<file path="src/rtl/lcd_text_arbiter.sv">
`default_nettype none
// ============================================================================
//  Module   : lcd_text_arbiter
//  Purpose  : 32-character shadow buffer for an LCD1602 driver, shared between
//             NREQ writers through a round-robin grant. Pulses frame_upd when
//             a session that wrote at least one character ends.
//  Revision : 1.0  initial release
// ============================================================================
module lcd_text_arbiter #(
  parameter int NREQ    = 2,
  parameter int TIMEOUT = 4096
) (
  input  logic              clk,
  input  logic              rst,
  input  logic [NREQ-1:0]   req,
  input  logic [NREQ-1:0]   rel,
  input  logic [NREQ-1:0]   wr,
  input  logic [5*NREQ-1:0] wr_addr,
  input  logic [8*NREQ-1:0] wr_char,
  output logic [NREQ-1:0]   gnt,
  output logic [255:0]      disp,
  output logic              busy,
  output logic              frame_upd
);

  localparam int IW = (NREQ > 2) ? 2 : 1;
  // The counter only has to reach TIMEOUT-1, so clog2(TIMEOUT) bits suffice.
  localparam int CW = $clog2(TIMEOUT);
  localparam logic [CW-1:0] CNT_LAST = CW'(TIMEOUT - 1);
  localparam logic [IW-1:0] IDX_LAST = IW'(NREQ - 1);

  typedef enum logic [0:0] {
    S_IDLE  = 1'b0,
    S_GRANT = 1'b1
  } state_t;

  state_t          state_q, state_d;
  logic [IW-1:0]   gidx_q, gidx_d;
  logic [NREQ-1:0] gnt_q, gnt_d;
  logic [IW-1:0]   rr_q, rr_d;
  logic [CW-1:0]   cnt_q, cnt_d;
  logic            wflag_q, wflag_d;
  logic            fupd_q, fupd_d;
  logic [7:0]      buf_q [32];

  logic            pick_found;
  logic [IW-1:0]   pick_idx;
  logic            wr_g;
  logic [4:0]      addr_g;
  logic [7:0]      char_g;
  logic            release_g;

  // Round-robin pick: first requesting index at or above rr_q, wrapping.
  always_comb begin
    pick_found = 1'b0;
    pick_idx   = '0;
    for (int i = 0; i < NREQ; i++) begin
      if (!pick_found && req[(int'(rr_q) + i) % NREQ]) begin
        pick_found = 1'b1;
        pick_idx   = IW'((int'(rr_q) + i) % NREQ);
      end
    end
  end

  // Only the granted requester's strobe, address and data are ever looked at.
  assign wr_g      = (state_q == S_GRANT) && wr[gidx_q];
  assign addr_g    = wr_addr[5*gidx_q +: 5];
  assign char_g    = wr_char[8*gidx_q +: 8];
  // A write in the last idle cycle keeps the grant alive, hence the !wr_g term.
  assign release_g = rel[gidx_q] | ~req[gidx_q] | ((cnt_q == CNT_LAST) && !wr_g);

  // Next-state logic for the grant FSM, counter, write flag and update pulse.
  always_comb begin
    state_d = state_q;
    gidx_d  = gidx_q;
    gnt_d   = gnt_q;
    rr_d    = rr_q;
    cnt_d   = cnt_q;
    wflag_d = wflag_q;
    fupd_d  = 1'b0;
    case (state_q)
      S_IDLE: begin
        if (pick_found) begin
          state_d = S_GRANT;
          gidx_d  = pick_idx;
          gnt_d   = NREQ'(1) << pick_idx;
          cnt_d   = '0;
          wflag_d = 1'b0;
        end
      end
      S_GRANT: begin
        if (wr_g) begin
          wflag_d = 1'b1;
          cnt_d   = '0;
        end else if (cnt_q != CNT_LAST) begin
          cnt_d = cnt_q + 1'b1;
        end
        if (release_g) begin
          state_d = S_IDLE;
          gnt_d   = '0;
          rr_d    = (gidx_q == IDX_LAST) ? '0 : gidx_q + 1'b1;
          fupd_d  = wflag_q | wr_g;
        end
      end
      default: state_d = S_IDLE;
    endcase
  end

  // Control state registers.
  always_ff @(posedge clk) begin
    if (rst) begin
      state_q <= S_IDLE;
      gidx_q  <= '0;
      gnt_q   <= '0;
      rr_q    <= '0;
      cnt_q   <= '0;
      wflag_q <= 1'b0;
      fupd_q  <= 1'b0;
    end else begin
      state_q <= state_d;
      gidx_q  <= gidx_d;
      gnt_q   <= gnt_d;
      rr_q    <= rr_d;
      cnt_q   <= cnt_d;
      wflag_q <= wflag_d;
      fupd_q  <= fupd_d;
    end
  end

  // Character buffer: spaces on reset, granted writes land one cycle later.
  always_ff @(posedge clk) begin
    if (rst) begin
      for (int k = 0; k < 32; k++) buf_q[k] <= 8'h20;
    end else if (wr_g) begin
      buf_q[addr_g] <= char_g;
    end
  end

  generate
    for (genvar k = 0; k < 32; k++) begin : g_disp
      assign disp[8*k +: 8] = buf_q[k];
    end
  endgenerate

  assign gnt       = gnt_q;
  assign busy      = (state_q == S_GRANT);
  assign frame_upd = fupd_q;

endmodule
`default_nettype wire
</file>
<file path="config.mk">
export PLATFORM = sky130hd
export DESIGN_NAME = lcd_text_arbiter
export DESIGN_NICKNAME = d
export VERILOG_FILES = /design/src/rtl/lcd_text_arbiter.sv
export SDC_FILE = /design/constraint.sdc
export NUM_CORES = 1
export LEC_CHECK = 0
export ABC_AREA = 1
export CORE_MARGIN = 5
export CORE_UTILIZATION = 30
export CTS_CLUSTER_SIZE = 25
export DETAILED_ROUTE_END_ITERATION = 10
export GPL_ROUTABILITY_DRIVEN = 0
export PLACE_DENSITY = 0.64
export REMOVE_ABC_BUFFERS = 1
export SYNTH_ARGS = -nofsm -noshare
export SYNTH_HDL_FRONTEND = slang
export SYNTH_SLANG_ARGS = --single-unit
export TNS_END_PERCENT = 50
</file>
<file path="constraint.sdc">
create_clock -name clk -period 4.5 [get_ports clk]
set_input_delay 0.9 -clock clk [delete_from_list [all_inputs] [get_ports clk]]
set_output_delay 0.9 -clock clk [all_outputs]
set_load 0.03 [all_outputs]
</file>
==> metrics, run 1 <==
status=complete, no violations; Layout area overhead=44.0%; f_max=312 MHz; Worst-Margin Slew=1.02 ns; CTS-repair resized insts=0; Root Buffer=clkbuf_16; Worst Skew=0.0111 ns; Yosys top cell area share=74.3%; crit path buf inv count=1; Finished Layout Cells=1,597; Netlist cell types=28; Final Cycle Share=71.1%; Pint=4.43 mW; R2R cell count=7; hold_ws=0.479 ns; Switching Fraction=24.3%; Final nets=1,157; Core Area=34,300 sq um; placed cells=1,547; Clock Pin Slew Worst Setup and Hold Paths=0.06 ns; Comb pwr share=11.1%; Cells after Synth=815; Crit path top cell by count=nand2_1; Crit path arrival time=3.39 ns; cell count along the critical path=7; synthesized area=10,300 sq um; startpoint class of the critical path=flop; I/O pin count=294; Sw Pwr=1.42 mW; first-pass GRT wire length=47.5 mm; die width=196 um; Seq pwr share=49.7%; final setup margin=1.30 ns; input/output buffers=293; hpwl dp=22.1 mm; FF+latch count, synth=275; min Tclk post-route=3.20 ns; 1st-pass router iterations=5; number of global-route vias before repair=7,492; Power, Total=5.85 mW; Final Instance Area=14,900 sq um; Yosys top cell by area=edfxtp_1; wire per inst=20.2 um; Warnings, synthesis=0; # Post-CTS Setup Buffers=0; grt total ovfl=0; hold_buf cts=0; final core occ=43.4%; fraction of layout cells with a size suffix above 1=7.88%; CTS Sinks=275; Seq/Total Area, Yosys=78.0%; Synth area leaders=edfxtp_1, nor2_1, nand2_1, dfxtp_1, nand3_1; synthesized area per cell=12.7 sq um; final WL=32.3 mm; worst setup path class=flop to flop; clock network power share=39.2%; worst-path cell chain=inv_2 > or2_2 > o21ai_0 > nand2_1 > nor2_1 > nand2_1 > nand2_1; CP delay by family, top=simple AND/OR/NAND/NOR gates; slowest library cell on the worst path=dfxtp_1; LEAKAGE=5.45 nW; critical path endpoint category=flop; Longest Clk Path Bufs=3; worst IR drop on VDD=0.000263 V; Post-synth EDFFs=256; CTS Buf Count=28; DR vias/cell=4.63; die area=38,300 sq um; Final ANT Viol Nets=0; diode count=0; setup tns final=0 ns; H-tree levels=1; initial antenna violation count=0; Hold Crit Depth=2; HP Class=flop to flop; largest net degree at the start of global routing=41; ys flop type=edfxtp_1; final setup fails=0; vias post-DR=7,398; CP peak stage delay=0.72 ns; Hold Violations, Final=0; RSZ-0062 raised after global routing=false; DRC violations left=0; FP Rows=68; fin. max-slew vios=0; critical path required time=4.69 ns; Die H=196 um; Max Cap Violations=0; gr usage total=16.2%; Slew HR=30.4%; Starting Density=30.2%; CTS tree=yes; Setup WS pre-CTS=0.842 ns; Async SR Flop Fraction=0%; Power Density=393 nW/um^2; DRT iter0 DRCs=590; placed cell area=14,000 sq um; CP max FO=11; Clock Latency Late Sink=0.53 ns
==> cells by family after synthesis <==
| logic type | share of synthesized area (%) |
|---|---|
| AND/OR/NAND/NOR | 17.4 |
| multiplexers | 0.774 |
| flip-flops | 78.0 |
| adder cells (fa/ha/maj) | 0.121 |
| AO/OA/AOI/OAI | 1.26 |
| buffers and inverters | 2.48 |
==> cells in the final DEF, fill, tap and decap left out, drive strengths merged, types with 6 or more instances in the layout <==
cell	count
inv	30
clkbuf	38
clkdlybuf4s50	293
mux2i	8
nor2	253
buf	20
edfxtp	256
nor3	7
nand2	124
a21oi	11
nand3	48
clkinv	6
dfxtp	19
o21ai	10
==> Yosys cell counts (2+ instances only) <==
master	n
mux2i_1	8
clkbuf_1	30
nand3b_1	2
nor2_1	252
nor3_2	4
or2_1	3
or2_2	2
nand4_1	2
edfxtp_1	256
nand3_1	48
inv_1	28
buf_2	4
a21oi_1	11
buf_4	2
nand2_1	116
nor3_1	3
o21ai_0	8
dfxtp_1	19
nand2_2	8
==> routing by layer <==
layer,share of wire [%],vias to the layer above,wire [um],global-route usage [%]
met5,0,-,0,0
met4,2.5,0,794,4.24
met3,8.4,50,2700,3.57
met2,48,359,15400,26.9
met1,42,3596,13400,21.8
li1,-,3393,-,-
==> cell type report <==
class,count,area (sq um)
flip-flops and latches,275,8070
clock inverters,12,124
repair buffers,313,3080
well taps,455,569
fillers,3120,19400
inverters,29,109
clock buffers,38,800
multi-input cells,475,2150
==> worst paths after layout <==
kind	startpoint	to	slack, ns
min reg2reg	gnt[1]$_SDFFE_PP0P_	gnt[1]$_SDFFE_PP0P_	0.48
max	gidx_q$_SDFFE_PP0P_	buf_q[15][0]$_SDFFCE_PN0P_	1.30
max reg2reg	gidx_q$_SDFFE_PP0P_	buf_q[15][0]$_SDFFCE_PN0P_	1.30
min	gnt[1]$_SDFFE_PP0P_	gnt[1]$_SDFFE_PP0P_	0.48
==> worst min-delay path: stages (launching register included) <==
cell,delay [ns]
dfxtp_1,0.31
nand3_1,0.08
nand2_1,0.05
==> state kept, by name (all words and copies together) (netlist names) <==
register	count
busy	1
gidx_q	1
wflag_q	1
gnt	2
rr_q	1
buf_q	256
frame_upd	1
cnt_q	12
==> power groups by stage <==
stage                     registers, mW  logic, mW  clock network, mW
after CTS                          2.91      0.659               2.34
after global routing               2.92      0.684               2.45
after floorplan                    3.12      0.142                  0
after detailed placement           2.96      0.658                  0
final                              2.91      0.651               2.29
after global placement             2.96      0.653                  0
No activity file was read; power rests on OpenSTA's default activity.
==> run 2, diff against run 1 <==
- clock period: 4.5 -> 3.2 ns (I/O delays scaled with it)
==> run 2 against run 1 <==
  * Total power grew 38%
  * Final cell count grew 1.5%
  * Worst hold slack lost 0.0082 ns
  * Design area grew 1.0%
  * Global-route usage shrank 0.57 points
  * Non-clock buffer count grew 26
  * Sequential share of layout area shrank 0.54 points
  * Count of clock-buffer cells in the layout shrank 3
  * Via count shrank 0.39%
  * Largest cell class unchanged
==> metrics, run 2 (same netlist as run 1, synthesis figures left out) <==
status=complete, no violations (unchanged); placed cells=1,573 (was 1,547); Longest Clk Path Bufs=3 (unchanged); input/output buffers=293 (unchanged); critical path endpoint category=flop (unchanged); Power Density=535 nW/um^2 (was 393 nW/um^2); DRT iter0 DRCs=567 (was 590); hold_buf cts=0 (unchanged); f_max=406 MHz (was 312 MHz); Finished Layout Cells=1,621 (was 1,597); Layout area overhead=45.5% (was 44.0%); worst IR drop on VDD=0.000341 V (was 0.000263 V); Die H=196 um (unchanged); Final ANT Viol Nets=0 (unchanged); Worst-Margin Slew=0.664 ns (was 1.02 ns); grt total ovfl=0 (unchanged); CTS Sinks=275 (unchanged); Slew HR=55.3% (was 30.4%); CTS tree=yes (unchanged); Largest register FFs=256 (unchanged); startpoint class of the critical path=flop (unchanged); FP Rows=68 (unchanged); Biggest register=buf_q (unchanged); worst-path cell chain=buf_4 > o21ai_0 > nand2_1 > nor2_1 > buf_4 > nand2_1 > nand2_1 (was inv_2 > or2_2 > o21ai_0 > nand2_1 > nor2_1 > nand2_1 > nand2_1); # Post-CTS Setup Buffers=0 (unchanged); diode count=0 (unchanged); first-pass GRT wire length=46.0 mm (was 47.5 mm); I/O pin count=294 (unchanged); wire per inst=19.4 um (was 20.2 um); min Tclk post-route=2.46 ns (was 3.20 ns); vias post-DR=7,369 (was 7,398); Crit path top cell by count=nand2_1 (unchanged); fill cell count=3,114 (was 3,120); Setup WS pre-CTS=0.260 ns (was 0.842 ns); critical path required time=3.39 ns (was 4.69 ns); Max Cap Violations=0 (unchanged); Clock Latency Late Sink=0.54 ns (was 0.53 ns); CP peak stage delay=0.56 ns (was 0.72 ns); Final Cycle Share=76.9% (was 71.1%); number of global-route vias before repair=7,439 (was 7,492); Starting Density=30.2% (unchanged); CTS Buf Count=28 (unchanged); final setup fails=0 (unchanged); crit path buf inv count=2 (was 1); Register Area=8070 sq um (unchanged); Final nets=1,183 (was 1,157); HP Class=flop to flop (unchanged); Root Buffer=clkbuf_16 (unchanged); RSZ-0062 raised after global routing=false (unchanged); final setup margin=0.740 ns (was 1.30 ns); most common cell after layout, fill and taps aside=clkdlybuf4s50_1 (unchanged); LEAKAGE=5.53 nW (was 5.45 nW); initial antenna violation count=0 (unchanged); DRC violations left=0 (unchanged); CP delay by family, top=simple AND/OR/NAND/NOR gates (unchanged); Core Area=34,300 sq um (unchanged); fraction of layout cells with a size suffix above 1=9.26% (was 7.88%); slowest library cell on the worst path=o21ai_0 (was dfxtp_1); gr usage total=15.7% (was 16.2%); most frequent cells in the layout=clkdlybuf4s50_1, edfxtp_1, nor2_1, nand2_1, nand3_1 (unchanged); Crit path arrival time=2.66 ns (was 3.39 ns); worst setup path class=flop to flop (unchanged); Worst Skew=0.0102 ns (was 0.0111 ns); H-tree levels=1 (unchanged); setup tns final=0 ns (unchanged); fin. max-slew vios=0 (unchanged); die width=196 um (unchanged); hpwl dp=21.2 mm (was 22.1 mm); CTS-repair resized insts=0 (unchanged); largest net degree at the start of global routing=41 (unchanged); die area=38,300 sq um (unchanged); final core occ=43.9% (was 43.4%); CP max FO=9 (was 11); area of the multi-input gates=2150 sq um (unchanged); Hold Violations, Final=0 (unchanged); 1st-pass router iterations=5 (unchanged); DR vias/cell=4.55 (was 4.63); Clock Pin Slew Worst Setup and Hold Paths=0.06 ns (about the same); final WL=31.4 mm (was 32.3 mm)
[run 2: cell types whose count changed in the layout (fill, tap and decap cells not counted)]
cell	previous run	this run
bufinv_16	2	1
clkinv_1	1	6
buf_12	0	3
clkbuf_1	5	6
clkbuf_8	4	0
clkinv_4	1	0
clkinv_2	4	3
clkinvlp_4	3	1
buf_4	20	43
inv_6	1	2
[run 2: final timing paths]
| kind | from | endpoint | slack [ns] | cells past startpoint |
|---|---|---|---|---|
| worst max register to register | gidx_q$_SDFFE_PP0P_ | buf_q[17][0]$_SDFFCE_PN0P_ | 0.74 | 7 |
| worst max-delay path | gidx_q$_SDFFE_PP0P_ | buf_q[17][0]$_SDFFCE_PN0P_ | 0.74 | 7 |
| worst min-delay path | gnt[1]$_SDFFE_PP0P_ | gnt[1]$_SDFFE_PP0P_ | 0.47 | 2 |
| worst min register to register | gnt[1]$_SDFFE_PP0P_ | gnt[1]$_SDFFE_PP0P_ | 0.47 | 2 |
[run 2: worst register-to-register path: cells and delay by family (launching register included)]
kind	cells	cell delay (ns)
compound gates	1	0.57
buf+inv	2	0.43
flops	1	0.34
simple gates	4	0.79
[run 2: layer usage]
layer	global-route usage, %	up-vias	share of wire, %
li1	-	3446	-
met1	20.5	3577	42
met2	27.0	301	49
met3	3.59	45	7.3
met4	3.05	0	1.7
met5	0	-	0
[run 2: power by group]
| part | leakage (nW) | switching [mW] | total (mW) | internal (mW) |
|---|---|---|---|---|
| clock network | 0.409 | 1.32 | 3.05 | 1.73 |
| registers | 2.69 | 0.0499 | 4.08 | 4.03 |
| logic | 2.44 | 0.625 | 0.922 | 0.298 |
| total | 5.53 | 2.00 | 8.05 | 6.06 |
[run 2: per-stage QoR]
stage               area (sq um)  hold WS (ns)  power (mW)
finish                     15000         0.471        8.05
global route               15000         0.504        8.34
CTS                        15000         0.477        8.13
detailed placement         14200         0.468        5.09
global placement           14200         0.461        5.08
floorplan                  10200         0.454        4.59
[run 2: layout make-up]
cell class | instances | area share (%)
inverter | 29 | 0.723
sequential | 275 | 53.6
clock buffer | 35 | 4.97
clock inverter | 13 | 0.615
tap | 455 | 3.78
timing repair buffer | 339 | 22.0
multi-input combinational | 475 | 14.3
